File: src/rtl/overheat_alarm.sv
// rtl/overheat_alarm.sv - debounced, latched overheat alarm with hysteresis and saturating trip counter
// Moore FSM; alarm/fan_on are decoded straight from the state register.
module overheat_alarm #(
    parameter int TRIP_COUNT  = 4,
    parameter int CLEAR_COUNT = 8,
    parameter int CNT_W       = 4,
    parameter int TRIP_W      = 8
) (
    input  logic              clk,
    input  logic              rst_n,
    input  logic              sample_valid,
    input  logic              too_hot,
    input  logic              alarm_ack,
    output logic [1:0]        state,
    output logic              alarm,
    output logic              fan_on,
    output logic [TRIP_W-1:0] trips
);

    typedef enum logic [1:0] {
        S_COOL    = 2'b00,
        S_WARMING = 2'b01,
        S_ALARM   = 2'b10,
        S_COOLING = 2'b11
    } state_t;

    localparam logic [CNT_W-1:0] TRIP_C  = CNT_W'(TRIP_COUNT);
    localparam logic [CNT_W-1:0] CLEAR_C = CNT_W'(CLEAR_COUNT);
    localparam logic [CNT_W-1:0] CNT_ONE = {{(CNT_W-1){1'b0}}, 1'b1};

    state_t             state_q, state_d;
    logic [CNT_W-1:0]   cnt_q, cnt_d;
    logic [TRIP_W-1:0]  trips_q, trips_d;
    logic [CNT_W-1:0]   cnt_inc;
    logic [TRIP_W-1:0]  trips_inc;
    logic               hot, cool;

    assign hot       = sample_valid & too_hot;
    assign cool      = sample_valid & ~too_hot;
    assign cnt_inc   = cnt_q + CNT_ONE;
    assign trips_inc = (trips_q == {TRIP_W{1'b1}}) ? trips_q
                                                    : trips_q + {{(TRIP_W-1){1'b0}}, 1'b1};

    always_ff @(posedge clk or negedge rst_n) begin
        if (!rst_n) begin
            state_q <= S_COOL;
            cnt_q   <= '0;
            trips_q <= '0;
        end else begin
            state_q <= state_d;
            cnt_q   <= cnt_d;
            trips_q <= trips_d;
        end
    end

    always_comb begin
        state_d = state_q;
        cnt_d   = cnt_q;
        trips_d = trips_q;
        unique case (state_q)
            S_COOL: begin
                if (hot) begin
                    if (TRIP_C == CNT_ONE) begin
                        state_d = S_ALARM;
                        cnt_d   = '0;
                        trips_d = trips_inc;
                    end else begin
                        state_d = S_WARMING;
                        cnt_d   = CNT_ONE;
                    end
                end
            end
            S_WARMING: begin
                if (hot) begin
                    if (cnt_inc == TRIP_C) begin
                        state_d = S_ALARM;
                        cnt_d   = '0;
                        trips_d = trips_inc;
                    end else begin
                        cnt_d = cnt_inc;
                    end
                end else if (cool) begin
                    state_d = S_COOL;
                    cnt_d   = '0;
                end
            end
            S_ALARM: begin
                // The clear count restarts on any hot sample, so only an unbroken cool run leaves ALARM.
                if (cool) begin
                    if (cnt_inc == CLEAR_C) begin
                        state_d = S_COOLING;
                        cnt_d   = '0;
                    end else begin
                        cnt_d = cnt_inc;
                    end
                end else if (hot) begin
                    cnt_d = '0;
                end
            end
            S_COOLING: begin
                if (hot) begin
                    state_d = S_ALARM;
                    cnt_d   = '0;
                end else if (alarm_ack) begin
                    state_d = S_COOL;
                    cnt_d   = '0;
                end
            end
            default: begin
                state_d = S_COOL;
                cnt_d   = '0;
            end
        endcase
    end

    assign state  = state_q;
    assign alarm  = state_q[1];
    assign fan_on = (state_q != S_COOL);
    assign trips  = trips_q;

endmodule
File: config.mk
export PLATFORM = sky130hd
export DESIGN_NAME = overheat_alarm
export DESIGN_NICKNAME = d
export VERILOG_FILES = /design/src/rtl/overheat_alarm.sv
export SDC_FILE = /design/constraint.sdc
export NUM_CORES = 1
export LEC_CHECK = 0
export CORE_MARGIN = 2
export CORE_UTILIZATION = 43
export DETAILED_ROUTE_END_ITERATION = 16
export PLACE_DENSITY = 0.76
export SETUP_SLACK_MARGIN = 0.1
export SLEW_MARGIN = 20
export SYNTH_ARGS = -nofsm -noshare
export SYNTH_HDL_FRONTEND = slang
export SYNTH_SLANG_ARGS = --single-unit
File: constraint.sdc
create_clock -name clk -period 2.2 [get_ports clk]
set_input_delay 0.22 -clock clk [delete_from_list [all_inputs] [get_ports clk]]
set_output_delay 0.22 -clock clk [all_outputs]
set_load 0.05 [all_outputs]
==> impl_metrics.py <==
metrics = {
    "run_status": {
        "status": "completed",
    },
    "setup_path": {
        "r2r_cells": 5,
        "slowest_stage": "clkdlybuf4s50_1",
        "cp-end-kind": "output pin",
        "crit_type": "reg -> out",
        "path_max_fanout": 12,
        "arrival_ps": 1710,
        "rr_endpoint": "trips[1]",
        "ff2ff_setup_slack_ps": 410,
        "cp-start-kind": "flop",
        "worstPathCellList": "clkdlybuf4s50_1",
        "worst-path-buf-inv": 1,
        "reg2reg_from": "cnt_q[0]",
        "crit_path_max_incr_delay_ps": 870,
        "crit_family": "buffers and inverters",
        "crit_required_ps": 1980,
    },
    "sta": {
        "fin_crit_ps": 1930,
        "setup_slack_ps": 274,
        "maxSlewHeadroom": 0.551,
        "worstMarginPinSlew_ps": 672,
        "setup_viol": 0,
        "fin_crit_sh": 0.875,
        "tns_ps": 0,
        "slew_viol_final": 0,
        "rsz0062_at_grt": "false",
        "final_hold_viol_count": 0,
        "finalClockSkew_ps": 1.01,
        "fmax_mhz": 519,
    },
    "cts": {
        "cts_root_buffer": "clkbuf_4",
        "postCtsSetupRepairBufs": 0,
        "htree_levels": 1,
        "cts_hold_buffers": 0,
        "clkTransAtPathRegs_ps": 80,
        "clockBufferDepth": 2,
        "numCtsBuffers": 3,
        "cts_tree": "yes",
        "cts_sinks": 14,
        "post_cts_resized": 0,
        "worstSkewPairLatency_ps": 280,
    },
    "logic_synthesis": {
        "async_flop_share": 1.00,
        "yosysWarnings": 0,
        "avgSynthCellArea_um2": 9.34,
        "synth.cell_area_um2": 897,
        "synth_edf_count": 0,
        "synth.distinct_cells": 39,
        "synth-seq-cells": 14,
        "synth-seq-area-share": 0.391,
        "syn_nets": 103,
        "synthCells": 96,
        "synth_ff_type": "dfrtp_1",
    },
    "detailed_routing": {
        "routed_via_density": 5.59,
        "drc_errors": 0,
        "drt-initial-drc-count": 12,
        "antenna_left": 0,
        "first_pass_iters": 4,
        "totalWireLength_um": 1910,
        "wl_per_cell_um": 13.6,
        "vias": 782,
    },
    "global_routing": {
        "grt_max_degree": 15,
        "grt_pass1_wl_um": 3250,
        "grt_use_total": 0.174,
        "grt_overflow_total": 0,
        "antenna_found_initial": 0,
        "first_global_vias": 726,
    },
    "power": {
        "power.leakage_nw": 0.506,
        "p_per_area_mw_per_mm2": 870,
        "ir_worst_vdd_uv": 491,
    },
    "place": {
        "place_ws_ps": 371,
        "portBuffers": 16,
        "gp_congestion": 0.796,
        "hpwl_um": 1400,
    },
    "cells_and_area": {
        "layout.nets": 121,
        "layout_commonest_cell": "clkdlybuf4s50_1",
        "n_antenna_cell": 0,
        "area_delta_synth_final_pct": 24.3,
        "mostFrequentLayoutCells": "clkdlybuf4s50_1, dfrtp_1, nand2_1",
        "layout-drive-gt1-share": 0.133,
    },
    "worst_hold_path": {
        "hold_path.class": "in -> async",
    },
    "die": {
        "fp-row-count": 16,
        "die_area_mm2": 0.00247,
        "die_w_um": 49.7,
        "die_y_um": 49.7,
        "fp.coreArea_mm2": 0.00196,
        "initial_core_util": 0.457,
        "ios": 17,
    },
    "run": {
        "maxCapViolations": 0,
    },
}
-- worst max path at each step --
stage / startpoint / to / slack, ps / depth (start not counted)
after floorplan: flop / trips[6] / 460 / 5
after global placement: sample_valid / trips[4] / 440 / 5
after detailed placement: sample_valid / trips[6] / 370 / 5
after CTS: flop / fan_on / 170 / 3
after global routing: flop / alarm / 180 / 1
final: flop / state[1] / 270 / 1
-- cell families (layout without fill, tap and decap cells) --
group | after synthesis | count (layout) | synth area share
buffers and inverters | 11 | 28 | 0.0544
adder cells (fa/ha/maj) | 2 | 2 | 0.0279
XOR/XNOR | 6 | 6 | 0.0586
multiplexers | 1 | 1 | 0.0167
flip-flops | 14 | 14 | 0.391
AO/OA/AOI/OAI | 23 | 23 | 0.191
AND/OR/NAND/NOR | 39 | 39 | 0.261
-- metrics by stage --
stage               cell area [µm²]  total power, mW  instances  utilization  hold slack, ps
global placement               1080            0.774        136        0.548             503
floorplan                       897            0.658         96            -           -75.6
finish                         1110            0.970        140        0.568             341
CTS                            1110            0.979        140        0.567             356
detailed placement             1080            0.787        136        0.548             523
global route                   1110             1.04        140        0.568             382
-- state kept, by name (all words and copies together), names as in the netlist, named ones only --
register and count:
cnt_q 4, state 1, trips 8
-- metal layers --
metal,part of all wire,vias to the layer above,GRT usage
li1,-,388,-
met1,0.43,369,0.204
met2,0.51,20,0.300
met3,0.044,5,0.0303
met4,0.018,0,0.0926
met5,0,-,0
-- power by group --
part / switching, mW / total (mW) / internal [mW]
Combinational: 0.257 / 0.421 / 0.164
Clock: 0.0856 / 0.186 / 0.101
Sequential: 0.0624 / 0.363 / 0.300
-- cell usage after synthesis (3+ instances only) --
cell / instances / area [µm²]
a21oi_1: 4 / 20.0
a22oi_1: 3 / 22.5
and3_1: 3 / 18.8
buf_2: 3 / 15.0
dfrtp_1: 14 / 350
inv_1: 6 / 22.5
nand2_1: 11 / 41.3
nand4_1: 4 / 25.0
nor2_1: 5 / 18.8
xnor2_1: 3 / 26.3
xor2_1: 3 / 26.3
-- final cells by class --
cell class | count | area (µm²)
well taps | 27 | 33.8
clock buffers | 4 | 36.3
fillers | 193 | 847
inverters | 7 | 26.3
flip-flops and latches | 14 | 350
repair buffers | 17 | 170
multi-input cells | 71 | 498
Power figures use the tool's default switching activity.
==> RTL change (config.mk and constraints unchanged) <==
Make the reset (`rst_n`) synchronous in one clocked block.
--- a/src/rtl/overheat_alarm.sv
+++ b/src/rtl/overheat_alarm.sv
@@ -41,7 +41,7 @@
     assign trips_inc = (trips_q == {TRIP_W{1'b1}}) ? trips_q
                                                     : trips_q + {{(TRIP_W-1){1'b0}}, 1'b1};
 
-    always_ff @(posedge clk or negedge rst_n) begin
+    always_ff @(posedge clk) begin
         if (!rst_n) begin
             state_q <= S_COOL;
             cnt_q   <= '0;
Behaviour: differs if rst_n is asserted again (counterexample within 4 cycles, from zero or initial values and one cycle with rst_n low); with rst_n held inactive, the same outputs for 10 cycles.
==> RTL change against the unedited design <==
- area after synthesis grew 1.7%
- utilization grew 0.94 points
- sequential cell count is the same
- setup slack lost 0.092 ns
- cell area grew 2.7%
- wire length grew 11%
- register-to-register slack lost 0.07 ns
- worst hold slack gained 0.18 ns
- die area grew 1.5%
- via count grew 15%
- final cell count grew 9.3%
Power is not compared: it rests on default switching activity, and its combinational part moved more than twofold at a synthesized area within 25%.
==> RTL change: results (changes against the unedited design) <==
status: "finished clean"
arrival_ns: 1.80  # +0.09 ns
synth_area_leaders: "dfxtp_1 (31%), a21oi_1 (3.8%), a211oi_1 (3.3%)"
cpPeakStageDelay_ns: 0.89  # +0.02 ns
synth_nets: 115  # +12%
grt_overflow_total: 0  # unchanged
h-tree-depth: 1  # unchanged
whs_path_depth: 2
critical_path.max_fanout: 17  # +5
worst_pin_slew_ns: 0.508  # -0.164 ns
synth_common_cells: "dfxtp_1 (14), nor2_1 (8), a21oi_1 (7)"
async_reset_ff_share_pct: 0  # -100 points
initialDrtViolationCount: 29  # +17
ir_drop_mv: 0.407
cp_slowest_cell: "clkdlybuf4s50_1"
timing.final.ws_setup_ns: 0.182  # -0.0923 ns
finalClockSkew_ns: 0.00567  # +0.00467 ns
crit_family: "buffers and inverters"
gp_congestion: 0.857  # +7.6%
largest_reg_flops: 8  # unchanged
diodes: 0  # unchanged
dpl_cell_area_mm2: 0.00109  # +1.7%
numCtsBuffers: 3  # unchanged
io_buffers: 16  # unchanged
cts_root_buffer: "clkbuf_4"
worstSkewPairLatency_ns: 0.28  # about the same
hp-class: "reg2reg"
dp_worst_setup_slack_ns: 0.280  # -0.0906 ns
vias_per_cell: 5.88  # +5.3%
grt_usage_pct: 17.3  # -0.15 points
yosysWarnings: 0  # unchanged
grt_pass1_vias: 772  # +6.3%
ys_types: 45  # +15%
clk_pin_slew_ns: 0.09
nets: 134  # +11%
grt_pass1_wl_um: 3430  # +5.5%
grt_max_degree: 18  # +3
first_pass_iters: 4  # unchanged
hpwlAfterDp_um: 1460  # +4.3%
ctsLongestPathBuffers: 2  # unchanged
rr_worst_depth: 6  # +1
antenna_found_initial: 0  # unchanged
drive_above_1_share_pct: 8.73  # -4.5 points
wirelength_um: 2110  # +11%
leakage_nw: 0.415
seq_area_frac_synth_pct: 30.7  # -8.3 points
## RTL change: power by group
part | switching, mW | internal [mW]
Combinational | 0.0338 | 0.0244
Clock | 0.0829 | 0.101
Sequential | 0.00653 | 0.256
Total | 0.123 | 0.381
## RTL change: final timing paths
| kind | start | endpoint | slack (ns) |
|---|---|---|---|
| min | trips[7] | trips[7] | 0.52 |
| min reg2reg | trips[7] | trips[7] | 0.52 |
| max reg2reg | cnt_q[0] | trips[7] | 0.34 |
| max | register | alarm | 0.18 |
## RTL change: metrics by stage
step | std cells | hold slack, ns
after global routing | 153 | 0.556
after global placement | 147 | 0.497
final | 153 | 0.524
after CTS | 151 | 0.521
after detailed placement | 147 | 0.509
after floorplan | 108 | 0.342
## RTL change: layout make-up
class / instances / area, µm²
flip-flops and latches: 14 / 280
repair buffers: 20 / 189
inverters: 3 / 11.3
clock buffers: 4 / 36.3
multi-input cells: 85 / 594
well taps: 27 / 33.8
fillers: 160 / 837
## RTL change: cell families after synthesis
| family | synth area share, % |
|---|---|
| AOI/OAI and AO/OA | 27.8 |
| and+or+nand+nor | 31.6 |
| xor gates and xnor gates | 1.92 |
| adders and majority gates | 2.74 |
| DFF | 30.7 |
| muxes | 1.10 |
| buffers and inverters | 4.12 |
## RTL change: timing repair
item                       4_1_cts  5_1_grt
resized for setup                1        0
hold buffers                     0        0
setup buffers                    0        2
setup endpoints to repair        1        1
## RTL change: layer usage
layer	share of wire [%]	track usage [%]	wire length, µm	vias up
li1	-	-	-	457
met1	50	26.1	1050	418
met2	46	24.6	979	25
met3	3.9	5.45	82	0
met4	0	1.39	0	0
met5	0	0	0	-
